## config.mk

```make
export PLATFORM = sky130hd
export DESIGN_NAME = plru_tree_set_ctrl
export DESIGN_NICKNAME = d
export VERILOG_FILES = /design/src/rtl/plru_tree_set_ctrl.sv
export SDC_FILE = /design/constraint.sdc
export NUM_CORES = 1
export LEC_CHECK = 0
export CORE_ASPECT_RATIO = 1.4
export CORE_MARGIN = 2
export CORE_UTILIZATION = 44
export DETAILED_ROUTE_END_ITERATION = 10
export SLEW_MARGIN = 20
export SYNTH_ARGS = -nofsm -noshare
export SYNTH_HDL_FRONTEND = slang
export SYNTH_SLANG_ARGS = --single-unit
```

## constraint.sdc

```tcl
create_clock -name clk_i -period 3.1 [get_ports clk_i]
set_clock_uncertainty 0.15 [all_clocks]
set_input_delay 0.62 -clock clk_i [delete_from_list [all_inputs] [get_ports clk_i]]
set_output_delay 0.62 -clock clk_i [all_outputs]
set_load 0.03 [all_outputs]
```

## src/rtl/plru_tree_set_ctrl.sv

```systemverilog
// Multi-set tree pseudo-LRU controller: one (WAYS-1)-bit tree per set, updated from access maps,
// with a registered victim response (invalid-way priority, lock-aware tree walk).
`timescale 1ns/1ps
module plru_tree_set_ctrl #(
    parameter int WAYS           = 8,
    parameter int SETS           = 64,
    parameter int UPDATE_ON_VICT = 0,
    localparam int SET_W         = (SETS > 1) ? $clog2(SETS) : 1,
    localparam int WAY_W         = $clog2(WAYS)
) (
    input  logic             clk_i,
    input  logic             rstn_i,
    input  logic             flush_i,
    input  logic             access_vld_i,
    input  logic [SET_W-1:0] access_set_i,
    input  logic [WAYS-1:0]  access_map_i,
    input  logic             vreq_vld_i,
    output logic             vreq_rdy_o,
    input  logic [SET_W-1:0] vreq_set_i,
    input  logic [WAYS-1:0]  vreq_valid_map_i,
    input  logic [WAYS-1:0]  vreq_lock_map_i,
    output logic             vrsp_vld_o,
    input  logic             vrsp_rdy_i,
    output logic [WAY_W-1:0] vrsp_way_o,
    output logic [WAYS-1:0]  vrsp_onehot_o,
    output logic             vrsp_all_locked_o
);

    localparam int NODES = WAYS - 1;
    localparam logic [SET_W:0] SETS_L = (SET_W + 1)'(SETS);

    // Ways covered by the low (hi=0) or high (hi=1) child of a heap-ordered node.
    function automatic logic [WAYS-1:0] node_mask(input int node, input logic hi);
        int depth;
        int span;
        int base;
        depth = 0;
        for (int l = 0; l < WAY_W; l++)
            if (node >= (1 << l) - 1) depth = l;
        span = WAYS >> depth;
        base = (node - ((1 << depth) - 1)) * span + (hi ? span / 2 : 0);
        node_mask = '0;
        for (int w = 0; w < WAYS; w++)
            if (w >= base && w < base + span / 2) node_mask[w] = 1'b1;
    endfunction

    logic [NODES-1:0] tree_q [SETS];
    logic [NODES-1:0] tree_d [SETS];

    logic             vrsp_vld_q, vrsp_vld_d;
    logic [WAY_W-1:0] vrsp_way_q, vrsp_way_d;
    logic [WAYS-1:0]  vrsp_onehot_q, vrsp_onehot_d;
    logic             vrsp_all_locked_q, vrsp_all_locked_d;

    logic             vreq_acc;
    logic             vict_upd;
    logic             same_set;
    logic             all_locked;
    logic [WAYS-1:0]  free_map;
    logic [WAYS-1:0]  vict_oh;
    logic [WAYS-1:0]  acc_map;
    logic [WAY_W-1:0] vict_way;
    logic [WAY_W:0]   walk_node;
    logic             walk_dir;
    logic [NODES-1:0] acc_cur, vic_cur;
    logic [NODES-1:0] acc_flip, vic_flip;
    logic [NODES-1:0] lo_lk, hi_lk;

    assign vreq_rdy_o = ~flush_i & (~vrsp_vld_q | vrsp_rdy_i);
    assign vreq_acc   = vreq_vld_i & vreq_rdy_o;
    assign acc_cur    = tree_q[access_set_i];
    assign vic_cur    = tree_q[vreq_set_i];
    assign same_set   = access_vld_i & (access_set_i == vreq_set_i);
    assign free_map   = ~vreq_valid_map_i & ~vreq_lock_map_i;
    assign all_locked = &vreq_lock_map_i;
    assign vict_upd   = (UPDATE_ON_VICT != 0) & vreq_acc & ~all_locked;
    // A same-set victim update is folded into the access map so one update covers both.
    assign acc_map    = access_map_i | ((vict_upd & same_set) ? vict_oh : '0);

    for (genvar gi = 0; gi < NODES; gi++) begin : g_node
        localparam logic [WAYS-1:0] LO_M = node_mask(gi, 1'b0);
        localparam logic [WAYS-1:0] HI_M = node_mask(gi, 1'b1);
        assign acc_flip[gi] = acc_cur[gi] ? |(acc_map & HI_M) : |(acc_map & LO_M);
        assign vic_flip[gi] = vic_cur[gi] ? |(vict_oh & HI_M) : |(vict_oh & LO_M);
        assign lo_lk[gi]    = &(vreq_lock_map_i | ~LO_M);
        assign hi_lk[gi]    = &(vreq_lock_map_i | ~HI_M);
    end

    always_comb begin
        vict_way  = '0;
        walk_node = '0;
        walk_dir  = 1'b0;
        if (|free_map) begin
            for (int w = WAYS - 1; w >= 0; w--)
                if (free_map[w]) vict_way = WAY_W'(w);
        end else if (!all_locked) begin
            for (int d = 0; d < WAY_W; d++) begin
                walk_dir = vic_cur[walk_node[WAY_W-1:0]];
                if (walk_dir ? hi_lk[walk_node[WAY_W-1:0]] : lo_lk[walk_node[WAY_W-1:0]])
                    walk_dir = ~walk_dir;
                walk_node = {walk_node[WAY_W-1:0], 1'b0} + (WAY_W + 1)'(1) + (WAY_W + 1)'(walk_dir);
            end
            vict_way = WAY_W'(walk_node - (WAY_W + 1)'(NODES));
        end
        vict_oh           = '0;
        vict_oh[vict_way] = ~all_locked;
    end

    always_comb begin
        tree_d = tree_q;
        if (flush_i) begin
            for (int s = 0; s < SETS; s++) tree_d[s] = '0;
        end else begin
            if (vict_upd && !same_set) tree_d[vreq_set_i] = vic_cur ^ vic_flip;
            if (access_vld_i) tree_d[access_set_i] = acc_cur ^ acc_flip;
        end
    end

    always_comb begin
        vrsp_vld_d        = vrsp_vld_q;
        vrsp_way_d        = vrsp_way_q;
        vrsp_onehot_d     = vrsp_onehot_q;
        vrsp_all_locked_d = vrsp_all_locked_q;
        if (vreq_acc) begin
            vrsp_vld_d        = 1'b1;
            vrsp_way_d        = vict_way;
            vrsp_onehot_d     = vict_oh;
            vrsp_all_locked_d = all_locked;
        end else if (vrsp_rdy_i) begin
            vrsp_vld_d = 1'b0;
        end
    end

    always_ff @(posedge clk_i or negedge rstn_i) begin
        if (!rstn_i) begin
            for (int s = 0; s < SETS; s++) tree_q[s] <= '0;
            vrsp_vld_q        <= 1'b0;
            vrsp_way_q        <= '0;
            vrsp_onehot_q     <= '0;
            vrsp_all_locked_q <= 1'b0;
        end else begin
            tree_q            <= tree_d;
            vrsp_vld_q        <= vrsp_vld_d;
            vrsp_way_q        <= vrsp_way_d;
            vrsp_onehot_q     <= vrsp_onehot_d;
            vrsp_all_locked_q <= vrsp_all_locked_d;
        end
    end

    assign vrsp_vld_o        = vrsp_vld_q;
    assign vrsp_way_o        = vrsp_way_q;
    assign vrsp_onehot_o     = vrsp_onehot_q;
    assign vrsp_all_locked_o = vrsp_all_locked_q;

    a_access_set_range : assert property (@(posedge clk_i) disable iff (!rstn_i)
        access_vld_i |-> ({1'b0, access_set_i} < SETS_L));
    a_vreq_set_range : assert property (@(posedge clk_i) disable iff (!rstn_i)
        vreq_vld_i |-> ({1'b0, vreq_set_i} < SETS_L));

endmodule
```

==> results.py <==
metrics = {
    "yosys": {
        "synth-edff-count": 0,
        "synth.distinct_cells": 58,
        "ys_warn_count": 0,
        "async_flop_share_pct": 100,
        "syn_inst": 2414,
        "postSynthAreaPerCell_sq_um": 10.4,
        "netlist.area_leader.share_pct": 46.1,
        "ys_seq_area_share_pct": 46.1,
        "syn_nets": 2456,
        "synthFlopType": "dfrtp_1",
        "synth.area.top_cells": "dfrtp_1, mux2i_1, nor2_1",
        "syn_area_sq_mm": 0.0250,
        "synth_seq_cells": 461,
        "post-synth-top-area-cell": "dfrtp_1",
    },
    "pwr": {
        "pwr-share-comb_pct": 13.9,
        "intPower_uw": 10500,
        "power_switching_uw": 3810,
        "p_leak_uw": 0.0142,
        "p_seq_share_pct": 42.8,
        "clock_power_share_pct": 43.3,
        "power.total_uw": 14300,
        "peakVddDrop_uv": 358,
        "switching_share_pct": 26.7,
        "powerDensity_mw_per_mm2": 419,
    },
    "clock_network": {
        "cts-htree-levels": 2,
        "insertion_delay_ns": 0.61,
        "cts_tree": "done",
        "root_buffer": "clkbuf_16",
        "clkTransAtPathRegs_ns": 0.07,
        "cts.path.max_buffers": 3,
        "clock_sinks": 461,
        "cts_buffers": 47,
    },
    "layout": {
        "antenna_cells": 0,
        "finish.utilization_pct": 60.4,
        "fillers": 4569,
        "final_area_sq_mm": 0.0340,
        "layout.nets": 2988,
        "mostFrequentLayoutCells": "buf_4, nor2_1, dfrtp_1",
        "final_common_cell": "buf_4",
        "area_growth_pct": 36.1,
        "drive_above_1_share_pct": 31.5,
    },
    "sta": {
        "setup_viol": 20,
        "fin_crit_ns": 3.37,
        "rsz0062_at_grt": "yes",
        "setup_tns_ns": -1.99,
        "whs_ns": 0.242,
        "fmax_mhz": 297,
        "fin_crit_sh_pct": 109,
        "drv_slew": 0,
        "fin_ws_ns": -0.269,
        "relSlewSlack_pct": 22.5,
        "worstMarginPinSlew_ns": 1.16,
        "hold_viol_final": 0,
    },
    "drt": {
        "wl_mm": 108,
        "drc": 0,
        "antenna_left": 0,
        "drtIter0Drc": 2929,
        "via_per_inst": 6.51,
        "wl_per_cell_um": 29.1,
        "num_vias": 24206,
        "dr.pass1.iters": 8,
    },
    "global_route": {
        "grt_use_total_pct": 35.6,
        "grt_pass1_wl_mm": 155,
        "grt_pass1_vias": 23667,
        "antenna_found_initial": 2,
        "grt_max_degree": 197,
        "gr-total-overflow": 0,
    },
    "critical_path": {
        "cp.buffers_inverters": 2,
        "worstSetupStartpointType": "flip-flop",
        "crit_family": "multiplexers",
        "rr_endpoint": "vrsp_way_o[0]$_DFFE_PN0P_",
        "r2r_cells": 10,
        "crit_type": "flip-flop to flip-flop",
        "worstPathRequired_ns": 3.44,
        "critPathMaxStageDelay_ns": 0.49,
        "cp_data_arrival_time_ns": 3.71,
        "crit_path_top_delay_cell": "mux4_2",
        "crit_fanout": 5,
        "path_cells": "mux4_2 > o211ai_1 > nand4_1 > buf_4 > mux2i_2 > buf_4 > mux2i_4 > mux2i_2 > a311o_2 > mux2_4",
        "worst_setup_path_end_kind": "flip-flop",
        "r2r-start": "tree_q[240]$_DFFE_PN0P_",
        "ff2ff_setup_slack_ns": -0.27,
    },
    "hold_path": {
        "min-delay-start": "flush_i",
        "min_path_cells": 2,
        "min_to": "tree_q[208]$_DFFE_PN0P_",
        "hold_path.class": "input port to flip-flop",
    },
    "floorplan": {
        "fp-row-count": 103,
        "core_area_sq_mm": 0.0563,
        "die_x_um": 205,
        "io_pins": 56,
        "dieArea_sq_mm": 0.0588,
        "die_height_um": 286,
        "initial_utilization_pct": 44.4,
    },
    "placement": {
        "dpl_cell_area_sq_mm": 0.0308,
        "hpwl_mm": 72.2,
        "port_buffers": 55,
        "place_congestion": 0.974,
    },
    "outcome": {
        "status": "finished with violations",
        "violations": "setup timing",
    },
    "job": {
        "drv_cap": 0,
    },
}
==> worst register-to-register path, delay by kind of cell, from the launching register on <==
family | cells | cell delay, ns
flops | 1 | 0.39
simple gates | 1 | 0.23
buf+inv | 2 | 0.38
mux | 5 | 1.33
compound gates | 2 | 0.79
==> through the flow <==
step                      setup slack, ns  instances
after global placement              -1.57       3576
after floorplan                    -0.174       2414
after CTS                          -0.371       3669
after global routing               -0.359       3717
final                              -0.269       3717
after detailed placement            -1.53       3576
==> worst max path at each step <==
stage	from	to	slack, ns	depth (start not counted)
finish	tree_q[240]$_DFFE_PN0P_	vrsp_way_o[0]$_DFFE_PN0P_	-0.27	10
global route	tree_q[300]$_DFFE_PN0P_	vrsp_way_o[0]$_DFFE_PN0P_	-0.36	11
CTS	access_set_i[0]	tree_q[122]$_DFFE_PN0P_	-0.37	18
detailed placement	access_set_i[2]	tree_q[145]$_DFFE_PN0P_	-1.53	14
global placement	access_set_i[2]	tree_q[40]$_DFFE_PN0P_	-1.57	14
floorplan	vreq_set_i[0]	vrsp_way_o[0]$_DFFE_PN0P_	-0.17	12
==> registers in the layout, indices dropped and copies added, names as in the netlist <==
| signal | cells |
|---|---|
| tree_q | 448 |
| vrsp_all_locked_o | 1 |
| vrsp_onehot_o | 8 |
| vrsp_vld_o | 1 |
| vrsp_way_o | 3 |
==> layout make-up <==
cell class	count	area, sq um	share of cell area [%]
inverter	11	41.3	0.121
tap	735	920	2.70
clock buffer	72	1470	4.33
timing repair buffer	688	6550	19.3
multi-input combinational	1737	13300	39.2
sequential	461	11500	33.9
clock inverter	13	168	0.493
==> kinds of logic after synthesis <==
kind of cell,Yosys count,share of synthesized area [%]
buffers and inverters,217,4.03
AND/OR/NAND/NOR,704,11.6
flip-flops,461,46.1
multiplexers,403,19.7
AO/OA/AOI/OAI,629,18.5
==> cell usage after synthesis, drive strengths merged, types with 3 or more instances <==
master,n
a211oi,195
a21o,3
a21oi,55
a221oi,73
a22o,48
a22oi,138
a31oi,48
a32o,4
and2,3
buf,84
clkbuf,122
dfrtp,461
inv,11
mux2,4
mux2i,329
mux4,70
nand2,97
nand2b,4
nand3,20
nand3b,7
nand4,23
nor2,502
nor2b,6
nor3,10
nor3b,3
nor4,12
o211ai,9
o21ai,32
o22ai,9
o31ai,3
or2,7
==> routing by layer <==
| layer | global-route usage, % | wire length [um] |
|---|---|---|
| met5 | 0 | 25 |
| met2 | 55.3 | 48800 |
| met1 | 45.5 | 39300 |
| met4 | 21.5 | 8910 |
| met3 | 7.51 | 11100 |
==> power by group through the flow <==
stage / sequential, uW / clock, uW / combinational [uW]
5_1_grt: 6110 / 6470 / 2040
4_1_cts: 6110 / 6230 / 1770
6_report: 6110 / 6170 / 1980
3_5_place_dp: 6220 / 0 / 1710
2_1_floorplan: 6260 / 0 / 679
3_3_place_gp: 6220 / 0 / 1700
==> what timing repair did <==
action | in CTS | in global routing
gates resized for setup | 71 | 147
endpoints found under the hold margin | 54 | 0
setup buffers | 6 | 37
setup endpoints to repair | 459 | 458
pin swaps | 10 | 27
hold buffers | 1 | 0
cloned | 2 | 13
Note: power is estimated with default switching activity, not from simulation.
